$ cat config.mk
export PLATFORM = sky130hd
export DESIGN_NAME = mem_readback_ctrl
export DESIGN_NICKNAME = d
export VERILOG_FILES = /design/src/rtl/mem_rd_pkg.sv /design/src/rtl/mem_rd_fifo2.sv /design/src/rtl/mem_readback_ctrl.sv
export SDC_FILE = /design/constraint.sdc
export NUM_CORES = 1
export LEC_CHECK = 0
export CAP_MARGIN = 20
export CORE_MARGIN = 3
export CORE_UTILIZATION = 50
export CTS_CLUSTER_DIAMETER = 200
export CTS_CLUSTER_SIZE = 40
export DETAILED_ROUTE_END_ITERATION = 6
export GPL_ROUTABILITY_DRIVEN = 1
export PLACE_DENSITY = 0.75
export SYNTH_ARGS = -nofsm -noshare
export SYNTH_HDL_FRONTEND = slang
export SYNTH_HIERARCHICAL = 1
export SYNTH_SLANG_ARGS = --single-unit
$ cat constraint.sdc
create_clock -name clk -period 7.1 [get_ports clk]
set_input_delay 1.065 -clock clk [delete_from_list [all_inputs] [get_ports clk]]
set_output_delay 1.065 -clock clk [all_outputs]
set_load 0.02 [all_outputs]
$ cat src/rtl/mem_rd_pkg.sv
`default_nettype none
// ============================================================================
//  Module   : mem_rd_pkg
//  Purpose  : Shared FSM state type and sizing constants for the memory
//             readback controller and its output FIFO.
//  Revision : 1.0  initial release
// ============================================================================
package mem_rd_pkg;

    localparam int FIFO_DEPTH  = 2;
    localparam int MEM_LATENCY = 1;

    typedef enum logic [1:0] {
        ST_IDLE   = 2'd0,
        ST_READ   = 2'd1,
        ST_DRAIN  = 2'd2,
        ST_FINISH = 2'd3
    } rd_state_e;

endpackage
`default_nettype wire

$ cat src/rtl/mem_rd_fifo2.sv
`default_nettype none
// ============================================================================
//  Module   : mem_rd_fifo2
//  Purpose  : Two-entry first-word-fall-through FIFO that buffers read data
//             between the memory and the streaming consumer.
//  Revision : 1.0  initial release
// ============================================================================
import mem_rd_pkg::*;

module mem_rd_fifo2 #(
    parameter int DATA_W = 32
) (
    input  logic              clk,
    input  logic              rst_n,
    input  logic              push,
    input  logic [DATA_W-1:0] wdata,
    input  logic              pop,
    output logic [DATA_W-1:0] rdata,
    output logic              full,
    output logic              empty,
    output logic [1:0]        level
);

    logic [DATA_W-1:0] mem_q [FIFO_DEPTH];
    logic              wr_ptr_q;
    logic              rd_ptr_q;
    logic [1:0]        cnt_q;
    logic              w_do_pop;
    logic              w_do_push;

    assign empty = (cnt_q == 2'd0);
    assign full  = (cnt_q == 2'(FIFO_DEPTH));
    assign level = cnt_q;
    assign rdata = mem_q[rd_ptr_q];

    // A full FIFO still accepts a push when the head leaves in the same cycle.
    assign w_do_pop  = pop & ~empty;
    assign w_do_push = push & (~full | w_do_pop);

    always_ff @(posedge clk or negedge rst_n) begin
        if (!rst_n) begin
            mem_q[0] <= '0;
            mem_q[1] <= '0;
            wr_ptr_q <= 1'b0;
            rd_ptr_q <= 1'b0;
            cnt_q    <= 2'd0;
        end else begin
            if (w_do_push) begin
                mem_q[wr_ptr_q] <= wdata;
                wr_ptr_q        <= ~wr_ptr_q;
            end
            if (w_do_pop) begin
                rd_ptr_q <= ~rd_ptr_q;
            end
            case ({w_do_push, w_do_pop})
                2'b10:   cnt_q <= cnt_q + 2'd1;
                2'b01:   cnt_q <= cnt_q - 2'd1;
                default: cnt_q <= cnt_q;
            endcase
        end
    end

endmodule
`default_nettype wire

$ cat src/rtl/mem_readback_ctrl.sv
`default_nettype none
// ============================================================================
//  Module   : mem_readback_ctrl
//  Purpose  : Reads a burst of words from a 1-cycle-latency memory and streams
//             them out with valid/ready flow control, accumulating a checksum.
//  Revision : 1.0  initial release
// ============================================================================
import mem_rd_pkg::*;

module mem_readback_ctrl #(
    parameter int ADDR_W = 3,
    parameter int DATA_W = 32
) (
    input  logic              clk,
    input  logic              rst_n,
    input  logic              start,
    input  logic [ADDR_W-1:0] base_addr,
    input  logic [ADDR_W:0]   count,
    output logic              mem_re,
    output logic [ADDR_W-1:0] mem_addr,
    input  logic [DATA_W-1:0] mem_rdata,
    output logic [DATA_W-1:0] out_data,
    output logic              out_valid,
    input  logic              out_ready,
    output logic              busy,
    output logic              done,
    output logic [DATA_W-1:0] checksum
);

    localparam logic [ADDR_W:0] MAX_COUNT = {1'b1, {ADDR_W{1'b0}}};
    localparam logic [ADDR_W:0] ONE       = {{ADDR_W{1'b0}}, 1'b1};

    rd_state_e              state_q;
    logic [ADDR_W-1:0]      base_q;
    logic [ADDR_W:0]        count_q;
    logic [ADDR_W:0]        issued_q;
    logic [MEM_LATENCY-1:0] inflight_q;
    logic [DATA_W-1:0]      checksum_q;
    logic                   busy_q;
    logic                   done_q;

    logic                   w_full;
    logic                   w_empty;
    logic                   w_pop;
    logic [1:0]             w_level;
    logic [1:0]             w_fill;
    logic [ADDR_W:0]        w_count_clamp;
    logic [ADDR_W:0]        w_issued_inc;

    mem_rd_fifo2 #(
        .DATA_W (DATA_W)
    ) u_fifo (
        .clk   (clk),
        .rst_n (rst_n),
        .push  (inflight_q[MEM_LATENCY-1]),
        .wdata (mem_rdata),
        .pop   (w_pop),
        .rdata (out_data),
        .full  (w_full),
        .empty (w_empty),
        .level (w_level)
    );

    assign out_valid = ~w_empty;
    assign w_pop     = out_valid & out_ready;

    // A word leaving this cycle frees its slot, so the read pipe can stay
    // full at one word per cycle without ever overrunning the FIFO.
    assign w_fill = w_level + 2'($countones(inflight_q)) - {1'b0, w_pop};
    assign mem_re = (state_q == ST_READ) && (issued_q < count_q)
                    && (w_fill < 2'(FIFO_DEPTH));

    assign mem_addr      = base_q + issued_q[ADDR_W-1:0];
    assign w_issued_inc  = issued_q + ONE;
    assign w_count_clamp = (count > MAX_COUNT) ? MAX_COUNT : count;

    assign busy     = busy_q;
    assign done     = done_q;
    assign checksum = checksum_q;

    always_ff @(posedge clk or negedge rst_n) begin
        if (!rst_n) begin
            state_q    <= ST_IDLE;
            base_q     <= '0;
            count_q    <= '0;
            issued_q   <= '0;
            inflight_q <= '0;
            checksum_q <= '0;
            busy_q     <= 1'b0;
            done_q     <= 1'b0;
        end else begin
            inflight_q <= MEM_LATENCY'({inflight_q, mem_re});
            done_q     <= 1'b0;
            if (w_pop) begin
                checksum_q <= checksum_q + out_data;
            end
            case (state_q)
                ST_IDLE: begin
                    if (start) begin
                        base_q     <= base_addr;
                        count_q    <= w_count_clamp;
                        issued_q   <= '0;
                        checksum_q <= '0;
                        busy_q     <= 1'b1;
                        if (w_count_clamp == '0) begin
                            state_q <= ST_FINISH;
                            done_q  <= 1'b1;
                        end else begin
                            state_q <= ST_READ;
                        end
                    end
                end
                ST_READ: begin
                    if (mem_re) begin
                        issued_q <= w_issued_inc;
                        if (w_issued_inc == count_q) begin
                            state_q <= ST_DRAIN;
                        end
                    end
                end
                ST_DRAIN: begin
                    // Last word: it is the only one buffered and nothing is still coming back.
                    if (w_pop && !w_full && (inflight_q == '0)) begin
                        state_q <= ST_FINISH;
                        done_q  <= 1'b1;
                    end
                end
                ST_FINISH: begin
                    state_q <= ST_IDLE;
                    busy_q  <= 1'b0;
                end
                default: begin
                    state_q <= ST_IDLE;
                    busy_q  <= 1'b0;
                end
            endcase
        end
    end

endmodule
`default_nettype wire

==> summary.md <==
| Metric | Value |
|---|---|
| Outcome | `complete, no violations` |
| Area Overhead vs Synth | `25.5%` |
| Routed length per instance | `between 15 and 20 µm` |
| Final Cycle Share | `67.5%` |
| Post-synth ARST share | `100%` |
| Fin. Hold Viols | `0` |
| Count of hold-fix buffers inserted at cts | `0` |
| CTS sink count | `approximately 120` |
| # Post-CTS Setup Buffers | `0` |
| Drt drc | `0` |
| FP Rows | `42` |
| Layout cell share with drive strength beyond 1 | `between 10% and 20%` |
| Post-route ant nets | `0` |
| Crit Path Max Fanout | `27` |
| Post-synth design cell area | `between 7000 and 8000 µm²` |
| Cell taking the most area after synthesis | `dfrtp_1` |
| Seq cells post-synth | `116` |
| Max-cap violations | `0` |
| Final wirelength | `about 17 mm` |
| Antenna violations before repair | `0` |
| Seq/Total Area, Yosys | `just over 40%` |
| Final net count | `slightly below 900` |
| Max-slew headroom | `between 40% and 50%` |
| Via density | `approximately 5.7` |
| Dpl hpwl | `12.4 mm` |
| DRT Pass-1 Iters | `5` |
| I/O Buffers | `113` |
| Die X | `approximately 120 µm` |
| Setup crit end kind | `output port` |
| CTS Buf Count | `17` |
| CP startpoint kind | `input port` |
| Grt ovf | `0` |
| CTS tree | `done` |
| First-pass GRT wire length | `approximately 28 mm` |
| CP arrival | `3.73 ns` |
| Worst hold path type | `flip-flop to flip-flop` |
| Initial Util | `52.2%` |
| Clk slew on worst S/H paths | `0.05 ns` |
| Actual transition at the worst max-transition pin | `0.837 ns` |
| Die H | `approximately 120 µm` |
| Number of fill cells | `between 1000 and 1500` |
| Number of global-route vias before repair | `~5800` |
| WS Path Type | `input port to output port` |
| Syn_nets | `758` |
| Final setup fails | `0` |
| Main flop type after synthesis | `dfrtp_1` |
| Die area | `roughly 16000 µm²` |
| RSZ-0062 raised after global routing | `no` |
| Clock period minus worst slack | `around 4.8 ns` |
| Largest net degree at the start of global routing | `65` |
| Deepest clock path buffer count | `2` |
| Root Buffer Master | `clkbuf_16` |
| Sequential cell area | `~2900 µm²` |
| FMAX | `0.209 GHz` |
| Syn Inst Count | `670` |
| Top cells by area, synth | `dfrtp_1 (41%), mux2_2 (13%), ha_1 (7.6%)` |
| CTS H-Tree Depth | `4` |
| Yosys Warn Count | `6` |
| RD Place Congestion | `0.876` |
| Clk_skew | `0.0104 ns` |
| Mapped Avg Cell Area | `roughly 11 µm²` |
| Max Slew Vio Count | `0` |
| N_diodes | `0` |
| # IOs | `114` |
| DR vias | `~5600` |
| Gr usage total | `between 20% and 30%` |
| Count of flip-flops with a built-in enable after synthesis | `0` |
| Fin Setup TNS | `0 ns` |
| Synth top area share | `between 40% and 50%` |
| Worst-Skew Late Latency | `0.41 ns` |
| CTS resizes | `0` |
| Area occupied by multi-input gates | `3900 µm²` |
| CP Data Required Time | `approximately 6.0 ns` |
| Drt initial violations | `307` |
| Post-synth cell types | `between 60 and 70` |
| Core Area | `roughly 14000 µm²` |
[cell families (layout without fill, tap and decap cells)]
group / Yosys count / in the layout / synth area share [%]
DFF: 116 / 116 / 41.1
adders and majority gates: 45 / 45 / 8.19
xor gates and xnor gates: 32 / 32 / 3.97
buffers and inverters: 48 / 171 / 3.62
and+or+nand+nor: 173 / 173 / 11.9
muxes: 102 / 102 / 16.7
AOI/OAI and AO/OA: 154 / 154 / 14.5
[cell usage after synthesis, types with 4 or more instances]
library cell,instances
a211oi_1,6
a21o_1,15
a21oi_1,51
and2_1,4
buf_2,4
buf_6,7
clkbuf_1,12
dfrtp_1,116
ha_1,43
inv_1,20
mux2_1,7
mux2_2,79
mux2_4,10
mux2i_1,6
nand2_1,77
nand3_1,10
nand3b_1,6
nand4_1,10
nor2_1,30
nor2b_1,5
nor3_1,11
o21a_1,8
o21ai_0,31
o21bai_1,6
or3_1,5
xnor2_1,22
xor2_1,10
[area by class of cell]
| class | count | area share (%) |
|---|---|---|
| well taps | 176 | 2.49 |
| clock buffers | 26 | 5.87 |
| clock inverters | 4 | 0.509 |
| inverters | 21 | 0.891 |
| repair buffers | 120 | 13.4 |
| multi-input cells | 506 | 44.0 |
| flip-flops and latches | 116 | 32.8 |
[sequential cells by signal, summed over array words and instances, names as in the netlist]
name             cells
base_q               3
count_q              4
issued_q             4
busy                 1
inflight_q           1
done                 1
u_fifo/mem_q        64
state_q              2
u_fifo/level         2
u_fifo/rd_ptr_q      1
u_fifo/wr_ptr_q      1
checksum            32
[final timing paths]
check	start	end	slack (ns)	cells past startpoint
worst max-delay path	out_ready	mem_re	2.31	9
worst min-delay path	u_fifo/mem_q[52]	u_fifo/mem_q[52]	0.48	1
worst max register to register	u_fifo/rd_ptr_q	checksum[31]	3.47	10
worst min register to register	u_fifo/mem_q[52]	u_fifo/mem_q[52]	0.48	1
max in group asynchronous	rst_n	u_fifo/mem_q[36]	5.13	2
min in group asynchronous	rst_n	count_q[0]	0.69	1
[placed cells by master (no fill, tap or decap), drive strengths merged, types with 11 or more instances in the layout]
cell / synthesis / final
inv: 20 / 20
ha: 43 / 43
xnor2: 22 / 22
nor3: 11 / 11
nand2: 78 / 78
a21o: 15 / 15
mux2: 96 / 96
nor2: 31 / 31
o21ai: 35 / 35
a21oi: 53 / 53
dfrtp: 116 / 116
clkbuf: 13 / 26
clkdlybuf4s50: 0 / 112
[through the flow]
| step | cells | area [µm²] | util [%] | setup slack [ns] | hold slack [ns] |
|---|---|---|---|---|---|
| 2_1_floorplan | 670 | 7050 | - | 3.49 | 0.445 |
| 3_3_place_gp | 938 | 8270 | 61.2 | 2.39 | 0.462 |
| 3_5_place_dp | 938 | 8270 | 61.2 | 2.35 | 0.473 |
| 4_1_cts | 968 | 8840 | 65.4 | 2.27 | 0.487 |
| 5_1_grt | 969 | 8850 | 65.5 | 2.06 | 0.496 |
| 6_report | 969 | 8850 | 65.5 | 2.31 | 0.481 |
[critical path, stage by stage]
cell and delay (ns):
clkdlybuf4s50_1 0.42, nand2_2 0.44, clkinv_1 0.22, ha_1 0.33, nor2b_1 0.14, xnor2_1 0.13, nand4b_1 0.18, inv_1 0.16
clkdlybuf4s50_1 0.62
[routing by layer]
| layer | vias to the layer above | part of all wire, % | global-route usage [%] | wire length, µm |
|---|---|---|---|---|
| met5 | - | 0 | 0 | 0 |
| met2 | 135 | 48 | 36.4 | 8160 |
| met4 | 0 | 1.3 | 7.41 | 227 |
| met1 | 2768 | 47 | 29.4 | 8010 |
| li1 | 2639 | - | - | - |
| met3 | 19 | 4.3 | 5.02 | 740 |
Power is left out: the tool's default activity adds up to more than one toggle a clock period on the data nets, which glitch-free logic cannot reach.
